==> config.mk <==
export PLATFORM = sky130hd
export DESIGN_NAME = seq_alu_flat
export DESIGN_NICKNAME = d
export VERILOG_FILES = /design/src/rtl/seq_alu_if.sv /design/src/rtl/seq_alu.sv /design/src/flat_wrapper.sv
export SDC_FILE = /design/constraint.sdc
export NUM_CORES = 1
export LEC_CHECK = 0
export BUFFER_PORTS_ARGS = -buffer_cell sky130_fd_sc_hd__clkbuf_2
export CORE_UTILIZATION = 45
export CTS_CLUSTER_DIAMETER = 40
export DETAILED_ROUTE_END_ITERATION = 8
export PLACE_DENSITY_LB_ADDON = 0.08
export SKIP_LAST_GASP = 1
export SYNTH_ARGS = -nofsm -noshare
export SYNTH_HDL_FRONTEND = slang
export SYNTH_SLANG_ARGS = --single-unit
==> constraint.sdc <==
create_clock -name clk -period 4.21 [get_ports clk]
set_input_delay 0.842 -clock clk [delete_from_list [all_inputs] [get_ports clk]]
set_output_delay 0.842 -clock clk [all_outputs]
set_load 0.1 [all_outputs]
==> src/rtl/seq_alu_if.sv <==
// seq_alu_if: request/response bundle (start, ctrl, a, b in; result, overflow, carry, div_zero, busy, done out)
interface seq_alu_if #(parameter int WIDTH = 16);
  logic             start;
  logic [2:0]       ctrl;
  logic [WIDTH-1:0] a;
  logic [WIDTH-1:0] b;
  logic [WIDTH-1:0] result;
  logic [WIDTH-1:0] overflow;
  logic             carry;
  logic             div_zero;
  logic             busy;
  logic             done;
  modport master (output start, ctrl, a, b, input result, overflow, carry, div_zero, busy, done);
  modport slave (input start, ctrl, a, b, output result, overflow, carry, div_zero, busy, done);
endinterface

==> src/rtl/seq_alu.sv <==
// seq_alu: sequential ALU (add/sub/logic in one cycle, shift-add mul and restoring div over WIDTH cycles); ports clk, rst_n, bus (seq_alu_if slave)
module seq_alu #(parameter int WIDTH = 16) (
  input logic clk,
  input logic rst_n,
  seq_alu_if.slave bus
);
  localparam int CW = $clog2(WIDTH + 1);
  typedef enum logic [1:0] {IDLE, CALC, DONE} state_t;
  state_t state, state_n;
  logic             is_div;
  logic [WIDTH-1:0] rb, hi, lo, hi_n, lo_n;
  logic [CW-1:0]    cnt;
  logic [WIDTH-1:0] s_res, s_ov;
  logic             s_c, s_dz;
  logic [WIDTH:0]   sum, diff, ms, dt, dd;
  logic             accept, iterative, last, ge;
  assign accept    = bus.start && state != CALC;
  assign iterative = bus.ctrl == 3'b010 || (bus.ctrl == 3'b011 && |bus.b);
  assign last      = cnt == CW'(WIDTH - 1);
  assign bus.busy  = state == CALC;
  assign bus.done  = state == DONE;
  assign sum  = {1'b0, bus.a} + {1'b0, bus.b};
  assign diff = {1'b0, bus.a} - {1'b0, bus.b};
  always_comb begin
    s_res = '0;
    s_ov  = '0;
    s_c   = 1'b0;
    s_dz  = 1'b0;
    case (bus.ctrl)
      3'b000: {s_c, s_res} = sum;
      3'b001: {s_c, s_res} = diff;
      3'b011: begin
        s_res = '1;
        s_ov  = bus.a;
        s_dz  = 1'b1;
      end
      3'b100: s_res = bus.a & bus.b;
      3'b101: s_res = bus.a | bus.b;
      3'b110: s_res = bus.a ^ bus.b;
      default: s_res = '0;
    endcase
  end
  // hi/lo hold {upper, lower} product for mul and {remainder, quotient/dividend} for div,
  // so both finish with result=lo and overflow=hi
  assign ms   = {1'b0, hi} + (lo[0] ? {1'b0, rb} : '0);
  assign dt   = {hi, lo[WIDTH-1]};
  assign ge   = dt >= {1'b0, rb};
  assign dd   = dt - {1'b0, rb};
  assign hi_n = is_div ? (ge ? dd[WIDTH-1:0] : dt[WIDTH-1:0]) : ms[WIDTH:1];
  assign lo_n = is_div ? {lo[WIDTH-2:0], ge} : {ms[0], lo[WIDTH-1:1]};
  always_comb begin
    state_n = state;
    state_n = state == CALC ? (last ? DONE : CALC) : accept ? (iterative ? CALC : DONE) : IDLE;
  end
  always_ff @(posedge clk) begin
    if (!rst_n) state <= IDLE;
    else state <= state_n;
  end
  always_ff @(posedge clk) begin
    if (!rst_n) begin
      is_div       <= 1'b0;
      rb           <= '0;
      hi           <= '0;
      lo           <= '0;
      cnt          <= '0;
      bus.result   <= '0;
      bus.overflow <= '0;
      bus.carry    <= 1'b0;
      bus.div_zero <= 1'b0;
    end else if (accept) begin
      is_div <= bus.ctrl[0];
      rb     <= bus.b;
      hi     <= '0;
      lo     <= bus.a;
      cnt    <= '0;
      if (!iterative) begin
        bus.result   <= s_res;
        bus.overflow <= s_ov;
        bus.carry    <= s_c;
        bus.div_zero <= s_dz;
      end
    end else if (state == CALC) begin
      hi  <= hi_n;
      lo  <= lo_n;
      cnt <= cnt + 1'b1;
      if (last) begin
        bus.result   <= lo_n;
        bus.overflow <= hi_n;
        bus.carry    <= 1'b0;
        bus.div_zero <= 1'b0;
      end
    end
  end
endmodule

==> src/flat_wrapper.sv <==
// flat-port wrapper written by rule: the top's interface ports become plain ports
module seq_alu_flat 
#(parameter int WIDTH = 16)
  (clk, rst_n, bus_start, bus_ctrl, bus_a, bus_b, bus_result, bus_overflow, bus_carry, bus_div_zero, bus_busy, bus_done);
  seq_alu_if #(.WIDTH(WIDTH)) bus_i ();
  input logic clk;
  input logic rst_n;
  input wire logic [$bits(bus_i.start)-1:0] bus_start;
  input wire logic [$bits(bus_i.ctrl)-1:0] bus_ctrl;
  input wire logic [$bits(bus_i.a)-1:0] bus_a;
  input wire logic [$bits(bus_i.b)-1:0] bus_b;
  output wire logic [$bits(bus_i.result)-1:0] bus_result;
  output wire logic [$bits(bus_i.overflow)-1:0] bus_overflow;
  output wire logic [$bits(bus_i.carry)-1:0] bus_carry;
  output wire logic [$bits(bus_i.div_zero)-1:0] bus_div_zero;
  output wire logic [$bits(bus_i.busy)-1:0] bus_busy;
  output wire logic [$bits(bus_i.done)-1:0] bus_done;
  assign bus_i.start = bus_start;
  assign bus_i.ctrl = bus_ctrl;
  assign bus_i.a = bus_a;
  assign bus_i.b = bus_b;
  assign bus_result = bus_i.result;
  assign bus_overflow = bus_i.overflow;
  assign bus_carry = bus_i.carry;
  assign bus_div_zero = bus_i.div_zero;
  assign bus_busy = bus_i.busy;
  assign bus_done = bus_i.done;
  seq_alu #(.WIDTH(WIDTH)) u_core (.clk(clk), .rst_n(rst_n), .bus(bus_i));
endmodule
Word-level counts from Yosys, hierarchy flattened
Cells that the tools add are included.
{"block": "totals", "elab_cells": 68, "ff_bits": 90}
{"block": "op_classes", "n_addsub": 5, "n_reduce_logical": 9, "order_cmp": 1, "n_eq_ne": 11, "bitwise_logic": 4, "n_mux": 28}
{"operator": "$mux W16", "n": 15}
{"operator": "$pmux W16 S6", "n": 1}
{"operator": "$add A16 B16 Y17", "n": 2}
{"operator": "$ge A17 B16 Y1", "n": 1}
{"operator": "$sub A16 B16 Y17", "n": 1}
{"operator": "$and A16 B16 Y16", "n": 1}
{"operator": "$or A16 B16 Y16", "n": 1}
{"operator": "$reduce_or A16 Y1", "n": 1}
{"operator": "$sub A16 B16 Y16", "n": 1}
{"operator": "$xor A16 B16 Y16", "n": 1}
{"operator": "$eq A3 B3 Y1 const B", "n": 3}
{"operator": "$mux W2", "n": 4}
{"operator": "$mux W1", "n": 7}
{"operator": "$eq A3 B2 Y1 const B", "n": 2}
{"operator": "$add A5 B1 Y5 const B", "n": 1}
{"operator": "$eq A5 B4 Y1 const B", "n": 1}
{"operator": "$reduce_bool A2 Y1", "n": 2}
{"operator": "$eq A3 B1 Y1 const B", "n": 1}
{"operator": "$logic_not A3 Y1", "n": 1}
{"operator": "$reduce_and A3 Y1", "n": 1}
{"operator": "$eq A2 B1 Y1 const B", "n": 1}
{"operator": "$eq A2 B2 Y1 const B", "n": 1}
{"operator": "$logic_and A1 B1 Y1", "n": 2}
{"operator": "$ne A2 B1 Y1 const B", "n": 1}
{"operator": "other kinds (5)", "n": 5}

Depth between registers and ports, before layout
{"block": "depth", "depth_word": 6, "ltp_mapped": 13, "mapped_depth_nobuf": 12}

Worst setup path after synthesis
No wires, ideal clock.
{"block": "synth_timing", "kind": "input-to-reg", "startpoint": "input bus_b[9]", "endpoint": "register u_core.bus.result[15]", "path_slack_ns": 1.027, "n_path_buf": 1, "path_stages": 11, "t_arrival_ns": 3.057, "path_cell_list": "inv_1 -> ha_1 -> clkbuf_1 -> nor2_1 -> or4b_1 -> or3_1 -> o221ai_1 -> o221ai_1 -> xnor2_1 -> a221oi_1 -> nor3_1"}
{"block": "synth_via", "elab_chain_len": 5, "elab_cells_between_ends": 10}
{"item": "from (decl)", "line": "flat_wrapper.sv:11", "rtl": "input wire logic [$bits(bus_i.b)-1:0] bus_b;"}
{"item": "branches (longest 5 deep; another with $sub A16 B16 Y17)"}
{"item": "to (signal assigned)", "line": "seq_alu.sv:77", "rtl": "bus.result <= s_res;"}
{"item": "to (signal assigned)", "line": "seq_alu.sv:87", "rtl": "bus.result <= lo_n;"}
{"item": "to (decl)", "line": "seq_alu_if.sv:14", "rtl": "modport slave (input start, ctrl, a, b, output result, overflow, carry, div_zero, busy, done);"}
Parallel ways; which one is timed is not known. The select of a mux whose other input is x is not followed.
A chain may end at the register's enable or synchronous reset.

Final worst setup path
{"block": "layout_timing", "startpoint": "register u_core.rb[11]", "endpoint": "register u_core.hi[12]"}
{"block": "layout_via", "elab_chain_len": 3, "elab_cells_between_ends": 6}
{"item": "from (decl)", "line": "seq_alu.sv:11", "rtl": "logic [WIDTH-1:0] rb, hi, lo, hi_n, lo_n;"}
{"item": "from (signal assigned)", "line": "seq_alu.sv:72", "rtl": "rb <= bus.b;"}
{"item": "$mux W16 (tied with other cells)", "line": "seq_alu.sv:45", "rtl": "assign ms = {1'b0, hi} + (lo[0] ? {1'b0, rb} : '0);"}
{"item": "$add A16 B16 Y17 or $mux W16 (tied branches)", "line": "seq_alu.sv:45, seq_alu.sv:49"}
{"item": "$mux W16 (*)", "line": "seq_alu.sv:49", "rtl": "assign hi_n = is_div ? (ge ? dd[WIDTH-1:0] : dt[WIDTH-1:0]) : ms[WIDTH:1];"}
{"item": "to (signal assigned)", "line": "seq_alu.sv:83", "rtl": "hi <= hi_n;"}
{"item": "to (decl)", "line": "seq_alu.sv:11"}
Every way passes the cells marked *; elsewhere a longest branch is shown, timed or not.

==> metrics.yaml <==
relSlewSlack: 0.440
core-area_um2: 17500
cp_max_fo: 15
nets: 1256
hp-class: "reg -> reg"
r2r_setup_slack_ps: 770
worstPathCellList: "inv_1 > ha_1 > and3_2 > nand2_2 > o41a_1 > o2111ai_2 > and2_1 > mux2_2 > mux2i_1 > a211oi_1"
finalSetupTns_ps: 0
synth.distinct_cells: 70
cts_tree: "yes"
worst_slew_pin_slew_ps: 838
powerDensity_nw_per_um2: 308
die_area_um2: 18700
crit_path_end_kind: "flip-flop"
vias: 8151
synth_ff_type: "dfxtp_1"
post_cts_buffers: 0
worstHoldEndpoint: "u_core.rb[11]"
yosysMostFrequentCell: "a21oi_1"
drive_gt1_frac: 0.125
gp_congestion: 0.962
io-pin-count: 74
synthTopCellsByCount: "a21oi_1, nand2_1, nor2_1"
yosysTopAreaCellShare: 0.220
finalClockSkew_ps: 9.33
crit_arrival_ps: 3650
die_w_um: 137
fin_ws_ps: 768
hold_depth: 2
clockBufferDepth: 2
cts_hold_buf: 0
rsz0062_at_grt: "false"
htree_levels: 3
overflow: 0
postLayoutCellArea_um2: 9020
grt_pass1_vias: 7694
crit_path_start_kind: "flip-flop"
regArea_um2: 1800
portBuffers: 73
drt_drc_violations_left: 0
cap_violations: 0
vias_per_cell: 6.00
ys_warn_count: 0
required_ps: 4420
cts-resized-gates: 0
grt.total_usage: 0.307
status: "finished clean"
antenna_left: 0
yosysTopAreaCell: "dfxtp_1"
critPathMaxStageDelay_ps: 650
fillers: 1774
numCtsBuffers: 9
cts.sinks: 90
peakVddDrop_v: 0.000265
drv_slew: 0
postSynth.asyncResetShare: 0
drt_iter0_drc: 567
crit_type: "reg -> reg"
period_share: 0.818
hp-start: "u_core.rb[11]"
ys_top_cells_by_area: "dfxtp_1, ha_1, a21oi_1, nand2_1, nor2_1"
routedWlPerCell_um: 20.5
multi_input_area_um2: 5850
clk_latency_ps: 360
grt_start_max_net_pins: 51
fp-row-count: 48
start_util: 0.467
setup_viol: 0
cts.root.buffer_cell: "clkbuf_16"
synthesis.area_um2: 8180
finalPower_mw: 2.78
synth_edf_count: 0
p_leak_nw: 3.95
fmax_mhz: 291
r2r_cells: 10
die_h_um: 137
r2r-end: "u_core.hi[12]"
synth_area_per_cell_um2: 7.50
synth-seq-area-share: 0.220
pre_cts_slack_ps: 621
dp_hpwl_um: 21100
hold_viol_final: 0
finalCriticalPeriod_ps: 3440
cp_slowest_cell: "and2_1"
area_growth_pct: 10.3
syn-num-nets: 1218
r2r-start: "u_core.rb[11]"
synth-seq-cells: 90
clk_pin_slew_ps: 70
grt_pass1_wl_um: 43200
insertedDiodeCount: 0
syn_inst: 1091
antenna_found_initial: 0
dpl_cell_area_um2: 8740
drt_pass1_iterations: 5
fin_hold_ws_ps: 472
routed_wl_um: 27900
==> cell usage in the layout (no fill, tap or decap), types with 7 or more instances in the layout <==
cell type,Yosys,routed
a211oi_1,43,43
a21o_1,19,19
a21oi_1,112,112
a221oi_1,9,9
a31oi_1,14,14
and2_1,24,24
buf_4,2,25
clkbuf_16,0,9
clkbuf_2,0,73
dfxtp_1,90,89
ha_1,85,85
inv_1,66,66
mux2_2,10,10
mux2i_1,34,34
nand2_1,100,100
nand2b_1,10,10
nand3_1,18,18
nor2_1,93,93
nor2b_1,20,20
nor3_1,24,24
o211ai_1,11,11
o21a_1,9,9
o21ai_0,68,68
o21bai_1,7,7
o221a_2,7,7
o221ai_1,12,12
o22ai_1,12,12
xnor2_1,21,21
xor2_1,17,17
==> registers in the layout (all words and copies together) (netlist names) <==
signal and cells:
u_core.hi 16, u_core.bus.div_zero 1, u_core.bus.carry 1, u_core.state 2, u_core.rb 16, u_core.bus.overflow 16, u_core.bus.result 16, u_core.cnt 5
u_core.lo 16, u_core.is_div 1
==> layout make-up <==
class / instances / area share
well taps: 225 / 0.0312
clock buffers: 9 / 0.0250
repair buffers: 98 / 0.0613
multi-input cells: 863 / 0.648
inverters: 67 / 0.0279
clock inverters: 7 / 0.00652
flip-flops and latches: 90 / 0.200
==> through the flow <==
stage,std cells,util
2_1_floorplan,1091,-
3_3_place_gp,1343,0.498
3_5_place_dp,1343,0.498
4_1_cts,1359,0.514
5_1_grt,1359,0.514
6_report,1359,0.514
==> cells by family after synthesis <==
group | after synthesis | share of synthesized area
multiplexers | 44 | 0.0554
XOR/XNOR | 38 | 0.0407
buffers and inverters | 138 | 0.0664
AND/OR/NAND/NOR | 321 | 0.182
flip-flops | 90 | 0.220
adder cells (fa/ha/maj) | 89 | 0.140
AO/OA/AOI/OAI | 371 | 0.296
==> where the power goes <==
group          switching, mW  internal (mW)
registers             0.0448          0.903
logic                  0.701          0.324
clock network          0.392          0.411
==> worst max-delay path, delay by kind of cell (launching register included) <==
kind | cells | cell delay [ps]
compound gates | 3 | 770
fa+ha+maj | 1 | 430
flops | 1 | 350
buf+inv | 1 | 50
simple gates | 3 | 990
mux | 2 | 720
==> routing by layer <==
metal	track usage	up-vias	share of wire	routed length [µm]
li1	-	4027	-	-
met1	0.435	3836	0.48	13500
met2	0.485	252	0.44	12300
met3	0.0389	36	0.054	1500
met4	0.0836	0	0.020	569
met5	0	-	0	0
==> worst max path at each step <==
stage,from,to,slack [ps],cells past startpoint
3_5_place_dp,bus_a[1],u_core.bus.result[15],620,11
3_3_place_gp,bus_a[1],u_core.bus.result[15],690,11
4_1_cts,u_core.rb[11],u_core.hi[12],790,10
2_1_floorplan,bus_b[9],u_core.bus.result[15],1030,11
5_1_grt,u_core.lo[0],u_core.hi[13],510,11
6_report,u_core.rb[11],u_core.hi[12],770,10
No activity file was read; power rests on OpenSTA's default activity.
